===== src/rtl/jseq_shift_add_multiplier_if.sv =====
// Request/response bundle for the sequential shift-add multiplier.
// The master issues operands with start; the slave returns the product with busy/done.
interface jseq_shift_add_multiplier_if #(
  parameter int WIDTH = 4
);
  logic                 start;
  logic                 is_signed;
  logic [WIDTH-1:0]     a;
  logic [WIDTH-1:0]     b;
  logic [2*WIDTH-1:0]   y;
  logic                 busy;
  logic                 done;

  modport master (output start, is_signed, a, b, input  y, busy, done);
  modport slave  (input  start, is_signed, a, b, output y, busy, done);
endinterface


===== src/rtl/jseq_shift_add_multiplier.sv =====
// Sequential shift-add multiplier: one multiplier bit per clock on operand magnitudes,
// sign restored when the product is written. Result arrives WIDTH clocks after acceptance.
module jseq_shift_add_multiplier #(
  parameter int WIDTH = 4
) (
  input  logic                         clk,
  input  logic                         rst,
  jseq_shift_add_multiplier_if.slave   bus
);
  localparam int CW = $clog2(WIDTH);

  typedef enum logic [1:0] {IDLE, CALC, DONE} state_e;

  state_e               state_q, state_d;
  logic [2*WIDTH-1:0]   acc_q, acc_d;
  logic [WIDTH-1:0]     mcand_q, mcand_d;
  logic [CW-1:0]        cnt_q, cnt_d;
  logic                 neg_q, neg_d;
  logic [2*WIDTH-1:0]   y_q, y_d;
  logic                 busy_q, busy_d;
  logic                 done_q, done_d;

  logic [WIDTH-1:0]     mag_a, mag_b;
  logic [WIDTH:0]       sum;
  logic [2*WIDTH-1:0]   step_acc;

  always_comb begin
    // NOTE: every variable gets a default first so no path through the case infers a latch.
    state_d = state_q;
    acc_d   = acc_q;
    mcand_d = mcand_q;
    cnt_d   = cnt_q;
    neg_d   = neg_q;
    y_d     = y_q;
    busy_d  = busy_q;
    done_d  = 1'b0;

    // |-2^(WIDTH-1)| still fits as a WIDTH-bit unsigned magnitude.
    mag_a = (bus.is_signed && bus.a[WIDTH-1]) ? -bus.a : bus.a;
    mag_b = (bus.is_signed && bus.b[WIDTH-1]) ? -bus.b : bus.b;

    // Carry of the upper-half add is kept and shifted back in, so nothing overflows.
    sum      = {1'b0, acc_q[2*WIDTH-1:WIDTH]} + {1'b0, mcand_q};
    step_acc = acc_q[0] ? {sum, acc_q[WIDTH-1:1]} : {1'b0, acc_q[2*WIDTH-1:1]};

    case (state_q)
      CALC: begin
        acc_d = step_acc;
        cnt_d = cnt_q + CW'(1);
        if (cnt_q == CW'(WIDTH-1)) begin
          state_d = DONE;
          busy_d  = 1'b0;
          done_d  = 1'b1;
          y_d     = (neg_q && (step_acc != '0)) ? -step_acc : step_acc;
        end
      end
      default: begin
        // IDLE and DONE both accept a new request, giving back-to-back operation.
        if (bus.start) begin
          state_d = CALC;
          busy_d  = 1'b1;
          mcand_d = mag_a;
          acc_d   = {{WIDTH{1'b0}}, mag_b};
          neg_d   = bus.is_signed & (bus.a[WIDTH-1] ^ bus.b[WIDTH-1]);
          cnt_d   = '0;
        end else begin
          state_d = IDLE;
          busy_d  = 1'b0;
        end
      end
    endcase
  end

  // NOTE: sequential state uses non-blocking assignments so all flops update together.
  always_ff @(posedge clk or posedge rst) begin
    if (rst) begin
      state_q <= IDLE;
      acc_q   <= '0;
      mcand_q <= '0;
      cnt_q   <= '0;
      neg_q   <= 1'b0;
      y_q     <= '0;
      busy_q  <= 1'b0;
      done_q  <= 1'b0;
    end else begin
      state_q <= state_d;
      acc_q   <= acc_d;
      mcand_q <= mcand_d;
      cnt_q   <= cnt_d;
      neg_q   <= neg_d;
      y_q     <= y_d;
      busy_q  <= busy_d;
      done_q  <= done_d;
    end
  end

  assign bus.y    = y_q;
  assign bus.busy = busy_q;
  assign bus.done = done_q;
endmodule

===== src/flat_wrapper.sv =====
// flat-port wrapper written by rule: the top's interface ports become plain ports
module jseq_shift_add_multiplier_flat 
#(
  parameter int WIDTH = 4
)
  (clk, rst, bus_start, bus_is_signed, bus_a, bus_b, bus_y, bus_busy, bus_done);
  jseq_shift_add_multiplier_if #(.WIDTH(WIDTH)) bus_i ();
  input  logic clk;
  input  logic rst;
  input wire logic [$bits(bus_i.start)-1:0] bus_start;
  input wire logic [$bits(bus_i.is_signed)-1:0] bus_is_signed;
  input wire logic [$bits(bus_i.a)-1:0] bus_a;
  input wire logic [$bits(bus_i.b)-1:0] bus_b;
  output wire logic [$bits(bus_i.y)-1:0] bus_y;
  output wire logic [$bits(bus_i.busy)-1:0] bus_busy;
  output wire logic [$bits(bus_i.done)-1:0] bus_done;
  assign bus_i.start = bus_start;
  assign bus_i.is_signed = bus_is_signed;
  assign bus_i.a = bus_a;
  assign bus_i.b = bus_b;
  assign bus_y = bus_i.y;
  assign bus_busy = bus_i.busy;
  assign bus_done = bus_i.done;
  jseq_shift_add_multiplier #(.WIDTH(WIDTH)) u_core (.clk(clk), .rst(rst), .bus(bus_i));
endmodule

===== config.mk =====
export PLATFORM = sky130hd
export DESIGN_NAME = jseq_shift_add_multiplier_flat
export DESIGN_NICKNAME = d
export VERILOG_FILES = /design/src/rtl/jseq_shift_add_multiplier_if.sv /design/src/rtl/jseq_shift_add_multiplier.sv /design/src/flat_wrapper.sv
export SDC_FILE = /design/constraint.sdc
export NUM_CORES = 1
export LEC_CHECK = 0
export ABC_AREA = 0
export CAP_MARGIN = 10
export CORE_MARGIN = 2
export CORE_UTILIZATION = 35
export DETAILED_ROUTE_END_ITERATION = 10
export MAX_ROUTING_LAYER = met4
export REMOVE_ABC_BUFFERS = 1
export SLEW_MARGIN = 20
export SYNTH_ARGS = -nofsm -noshare
export SYNTH_HDL_FRONTEND = slang
export SYNTH_SLANG_ARGS = --single-unit

===== constraint.sdc =====
create_clock -name clk -period 6.1 [get_ports clk]
set_clock_uncertainty 0.05 [all_clocks]
set_input_delay 1.525 -clock clk [delete_from_list [all_inputs] [get_ports clk]]
set_output_delay 1.525 -clock clk [all_outputs]
set_load 0.005 [all_outputs]

==> results.md, run 1 <==
- DIE AREA: 0.00495 mm²
- First-pass GRT wire length: 5440 µm
- Design Area, Final: 0.00186 mm²
- Setup violators final: 0
- Detailed placement HPWL: around 2400 µm
- Synth area leaders: dfrtp_1 42%, ha_1 6.5%, nand2_1 6.3%
- Slew HR: around two fifths
- # rows: 24
- CTS Buffer Depth: 2
- Post-cts sizing count: 0
- Total track usage: around 14%
- P&R area growth vs syn: 20.8%
- # hold bufs at CTS: 0
- #FFs+latches synth: 26
- CTS Buf Count: 3
- CTS tree: built
- TNS Setup: 0 ns
- Die Ht: between 70 and 80 µm
- Peak supply drop: ~0.13 mV
- Worst Path Class, Setup: in2reg
- Via count: around 1,200
- Pin count of the biggest net entering global routing: 27
- Share of cells above drive strength 1: roughly 4.8%
- Vias/cell: about 5.1
- Yosys cell types: 38
- FFs w/ async S/R, synth: 100%
- Main flop type after synthesis: dfrtp_1
- Clk_lat worst skew: roughly 0.27 ns
- Effective utilization at floorplan: 35.9%
- Non-Filler Instances: 240
- Clock-pin slew on the worst setup and hold paths: ~0.090 ns
- Unrepaired setup endpoints after global routing: no
- Cell area after synthesis: about 0.0015 mm²
- Clock sinks: 26
- Hold Crit Class: reg2reg
- CP max FO: 3
- Post-synth EDFFs: 0
- Routability-driven placement congestion ratio: between 0.7 and 0.8
- Root Driver: clkbuf_8
- CP Buf/Inv Count: 2
- Initial DRC count: 26
- Placed inst area: roughly 0.0018 mm²
- Avg Inst Size Synth: 9.18 µm²
- ANT cells: 0
- Routed WL: roughly 3100 µm
- Finished Core Util: between 40% and 50%
- Input/output buffers: 21
- DR WL/cell: approximately 13 µm
- Buffer count from post-CTS setup fixing: 0
- Cells after DPL: approximately 240
- Final worst path period need: between 2 and 3 ns
- Gr ovfl total: 0
- Critical Path Source Type: primary input
- Yosys top cell area share: around 42%
- Hold Vio Cnt, Final: 0
- Commonest cells in the netlist: 26 x dfrtp_1, 26 x nand2_1, 17 x o21ai_0
- Core area: approximately 0.0043 mm²
- CP endpoint kind: register
- Critical Path Slowest Stage Cell: clkdlybuf4s50_1
- Cells after synthesis: around 170
- Synth area leader: dfrtp_1
- Cell Chain, Critical Path: clkdlybuf4s50_1, inv_1, ha_1, or3_1, a311o_1, o21ai_0
- Syn. warnings: 0
- Initial DRT Pass Iterations: 4
- Initial antenna violation count: 0
- Die width: about 70 µm
- # nets final: 210
- Ports: 22
- Max-Cap Viols: 0
- Peak Freq: between 300 and 400 MHz
- Max incr delay on CP: 0.51 ns
- Max-slew violation count: 0
- Critical Path RT: ~6.3 ns
- # DRC: 0
- R2r setup slk: about 3.6 ns
- H-tree Lvls: 1
- Final period utilization: ~48%
- Worst Max-Slew Pin Slew: 0.922 ns
- Total power: ~910 µW
- Static Leak: just over 0.8 nW
- Power density cells: ~500 mW/mm²
- Routed Antenna Nets: 0
- Seq/Total Area, Yosys: 42.2%
- Largest delay share family, worst path: buffers and inverters
- Vias in the first global route: ~1,200
- Critical Path AT: roughly 3.1 ns
- Status: finished, final reports clean
[flip-flops by register name, summed over array words and instances (netlist names)]
signal           flops
u_core.acc_q         8
u_core.bus.done      1
u_core.bus.y         8
u_core.cnt_q         2
u_core.mcand_q       4
u_core.neg_q         1
u_core.state_q       2
[routing by layer]
layer	share of wire [%]	routed length, µm	vias to the layer above	GRT usage, %
met5	0	0	-	-
met4	1.7	52	0	5.77
met3	3.6	113	4	1.73
met2	46	1440	30	23.6
met1	49	1510	557	17.5
li1	-	-	626	-
[metrics by stage]
stage               hold WS (ns)  setup slack [ns]
floorplan                  0.406              3.49
global placement           0.401              2.94
detailed placement         0.409              2.88
CTS                        0.431              3.17
global route               0.451              3.13
finish                     0.427              3.18
[where the power goes]
part / internal (mW) / switching (mW)
logic: 0.206 / 0.241
registers: 0.248 / 0.0738
clock network: 0.0879 / 0.0567
[worst paths after layout]
kind                                 start               to  depth (start not counted)
max                               bus_b[0]  u_core.acc_q[2]                          6
max in group asynchronous              rst  u_core.acc_q[7]                          2
min in group asynchronous              rst  u_core.bus.done                          2
max reg2reg                u_core.acc_q[4]  u_core.bus.y[1]                          7
min reg2reg                u_core.bus.y[4]  u_core.bus.y[4]                          2
min                        u_core.bus.y[4]  u_core.bus.y[4]                          2
[cell families (layout without fill, tap and decap cells)]
kind of cell | after synthesis | after routing | synth area share [%]
multiplexers | 6 | 6 | 3.90
buffers and inverters | 16 | 36 | 4.38
AND/OR/NAND/NOR | 62 | 62 | 20.9
AO/OA/AOI/OAI | 43 | 43 | 17.5
flip-flops | 26 | 26 | 42.2
XOR/XNOR | 6 | 6 | 3.41
adder cells (fa/ha/maj) | 9 | 9 | 7.79
[worst min-delay path, stage by stage (launching register included)]
cell,delay (ns)
dfrtp_1,0.36
nand2_1,0.05
nand2_1,0.05
[cells in the final DEF (no fill, tap or decap), drive strengths merged, types with 3 or more instances in the layout]
master,instances
a21oi,9
clkbuf,3
clkdlybuf4s50,21
dfrtp,26
ha,8
inv,9
mux2i,6
nand2,26
nand2b,3
nand3,5
nand3b,7
nor2,11
o21ai,21
xnor2,5
[cell type report]
type	count	area, µm²
clock buffers	3	41.3
clock inverters	1	30.0
fillers	428	2430
inverters	11	41.3
multi-input cells	126	823
flip-flops and latches	26	651
well taps	52	65.1
repair buffers	21	210
Note: power is estimated with default switching activity, not from simulation.
==> inputs of run 2 (changes only) <==
==> constraint.sdc (replaced) <==
create_clock -name clk -period 2.8 [get_ports clk]
set_clock_uncertainty 0.05 [all_clocks]
set_input_delay 0.7 -clock clk [delete_from_list [all_inputs] [get_ports clk]]
set_output_delay 0.7 -clock clk [all_outputs]
set_load 0.005 [all_outputs]
==> run 2 against run 1 <==
Flip-flop and latch count is the same. Largest power group unchanged. Combinational power up 120%. Critical endpoint is now u_core.bus.y[7]. Highest routed layer unchanged. Non-clock buffer count grew 1.
==> results.md, run 2 (synthesized netlist as in run 1, its figures left out) <==
- Clock sinks: 26 (unchanged)
- CP max FO: 5 (+2)
- Power density cells: 1030 mW/mm² (+110%)
- Static Leak: 0.821 nW (-0.67%)
- Final worst path period need: 2.45 ns
- Largest delay share family, worst path: adder cells
- CP Buf/Inv Count: 0 (-2)
- Die width: 70.4 µm (unchanged)
- CTS Buf Count: 3 (unchanged)
- P&R area growth vs syn: 19.3%
- Critical Path RT: 2.97 ns (-3.28 ns)
- Share of cells above drive strength 1: 4.79% (unchanged)
- Max-slew violation count: 0 (unchanged)
- CTS tree: built
- Vias/cell: 5.10 (+0.66%)
- Final period utilization: between 80 and 90%
- Gr ovfl total: 0 (unchanged)
- Ports: 22 (unchanged)
- Detailed placement HPWL: 2390 µm (+0.66%)
- PnR worst setup slack: 0.349 ns (-2.83 ns)
- FILL cells: 421 (-1.6%)
- Routed Antenna Nets: 0 (unchanged)
- # DRC: 0 (unchanged)
- Max-Cap Viols: 0 (unchanged)
- # hold bufs at CTS: 0 (unchanged)
- Via count: 1,225 (+0.66%)
- Max incr delay on CP: 0.46 ns (-0.05 ns)
- Effective utilization at floorplan: 35.9% (unchanged)
- Slew HR: 65.3% (+27 points)
- Vias in the first global route: 1,157 (-2.8%)
- H-tree Lvls: 1 (unchanged)
- Unrepaired setup endpoints after global routing: no
- Pin count of the biggest net entering global routing: 27 (unchanged)
- Input/output buffers: 21 (unchanged)
- Die Ht: 70.4 µm (unchanged)
- # nets final: 211 (+0.48%)
- Initial DRC count: 18 (-31%)
- Peak Freq: ~410 MHz
- DIE AREA: 0.00495 mm² (unchanged)
- ANT cells: 0 (unchanged)
- Worst Max-Slew Pin Slew: 0.521 ns (-0.401 ns)
- Cell Chain, Critical Path: ha_1, fa_1, xnor2_1, a21oi_2, or4_1, a211oi_1, a211o_1
- Clk_lat worst skew: 0.27 ns (about the same)
- Setup violators final: 0 (unchanged)
- DR WL/cell: 12.9 µm (-0.45%)
- Total track usage: 14.2% (+0.027 points)
- Buffer count from post-CTS setup fixing: 0 (unchanged)
- First-pass GRT wire length: 5430 µm (-0.13%)
- TNS Setup: 0 ns (unchanged)
- Routability-driven placement congestion ratio: 0.837 (+5.4%)
- Status: finished, final reports clean
- Post-cts sizing count: 0 (unchanged)
- Initial DRT Pass Iterations: 4 (unchanged)
- Worst slack, placed: 0.398 ns (-2.48 ns)
- Core area: 0.00429 mm² (unchanged)
- # rows: 24 (unchanged)
- Initial antenna violation count: 0 (unchanged)
- Critical Path Slowest Stage Cell: dfrtp_1
- Worst Path Class, Setup: reg2reg
- Clock-pin slew on the worst setup and hold paths: 0.09 ns (about the same)
- Routed WL: 3110 µm (-0.45%)
- Peak supply drop: 0.282 mV (+120%)
- Root Driver: clkbuf_8
- Hold Vio Cnt, Final: 0 (unchanged)
- CP endpoint kind: register
- Critical Path Source Type: register
- Commonest cells after routing, fill and taps aside: 26 x nand2_1, 26 x dfrtp_1, 21 x clkdlybuf4s50_1
- CTS Buffer Depth: 2 (unchanged)
- Critical Path AT: 2.62 ns (-0.44 ns)
- Hold Crit Class: reg2reg
-- run 2: cell count changes in the layout (fill, tap and decap cells not counted), sizes merged --
cell	before	now
buf	0	1
bufinv	1	0
clkinv	2	1
inv	9	10
-- run 2: worst paths after layout --
| check | slack [ns] | cells past startpoint | end | start |
|---|---|---|---|---|
| worst max-delay path | 0.35 | 7 | u_core.bus.y[7] | u_core.acc_q[4] |
| worst min-delay path | 0.42 | 2 | u_core.bus.y[4] | u_core.bus.y[4] |
| worst max register to register | 0.35 | 7 | u_core.bus.y[7] | u_core.acc_q[4] |
| worst min register to register | 0.42 | 2 | u_core.bus.y[4] | u_core.bus.y[4] |
| max in group asynchronous | 1.72 | 3 | u_core.state_q[0] | rst |
| min in group asynchronous | 0.73 | 3 | u_core.bus.y[3] | rst |
-- run 2: area by class of cell --
| cell class | instances | area, µm² | area share, % |
|---|---|---|---|
| multi-input combinational | 126 | 823 | 44.8 |
| inverter | 11 | 41.3 | 2.24 |
| timing repair buffer | 22 | 218 | 11.8 |
| clock buffer | 3 | 41.3 | 2.24 |
| tap | 52 | 65.1 | 3.54 |
| sequential | 26 | 651 | 35.4 |
-- run 2: through the flow --
stage,hold WS (ns),power [mW],utilization (%),cells,area (µm²)
finish,0.421,1.89,42.8,240,1840
global route,0.460,2.07,42.8,240,1840
CTS,0.427,1.90,42.8,240,1840
detailed placement,0.407,1.69,41.9,237,1800
global placement,0.402,1.66,41.9,237,1800
floorplan,0.406,1.35,-,163,1520
-- run 2: power by group --
part	switching [mW]	internal (mW)
Combinational	0.535	0.451
Clock	0.112	0.0964
Sequential	0.158	0.540
Total	0.805	1.09
-- run 2: worst reg2reg max path, stage by stage, from the launching register on --
cell	delay [ns]
dfrtp_1	0.46
ha_1	0.24
fa_1	0.40
xnor2_1	0.30
a21oi_2	0.14
or4_1	0.41
a211oi_1	0.26
a211o_1	0.13
-- run 2: per-layer routing --
layer  part of all wire, %  track usage, %  vias up
li1                      -               -      633
met1                    50            19.9      560
met2                    45            20.1       27
met3                   3.0            1.88        5
met4                   2.2            7.05        0
met5                     0               -        -
==> inputs of run 3 (changes only) <==
--- a/config.mk
+++ b/config.mk
@@ -16,3 +16,4 @@
 export SYNTH_ARGS = -nofsm -noshare
 export SYNTH_HDL_FRONTEND = slang
 export SYNTH_SLANG_ARGS = --single-unit
+export TNS_END_PERCENT = 5
==> results of run 3 <==
The final DEF is identical to that of run 2; final timing and power are the same.
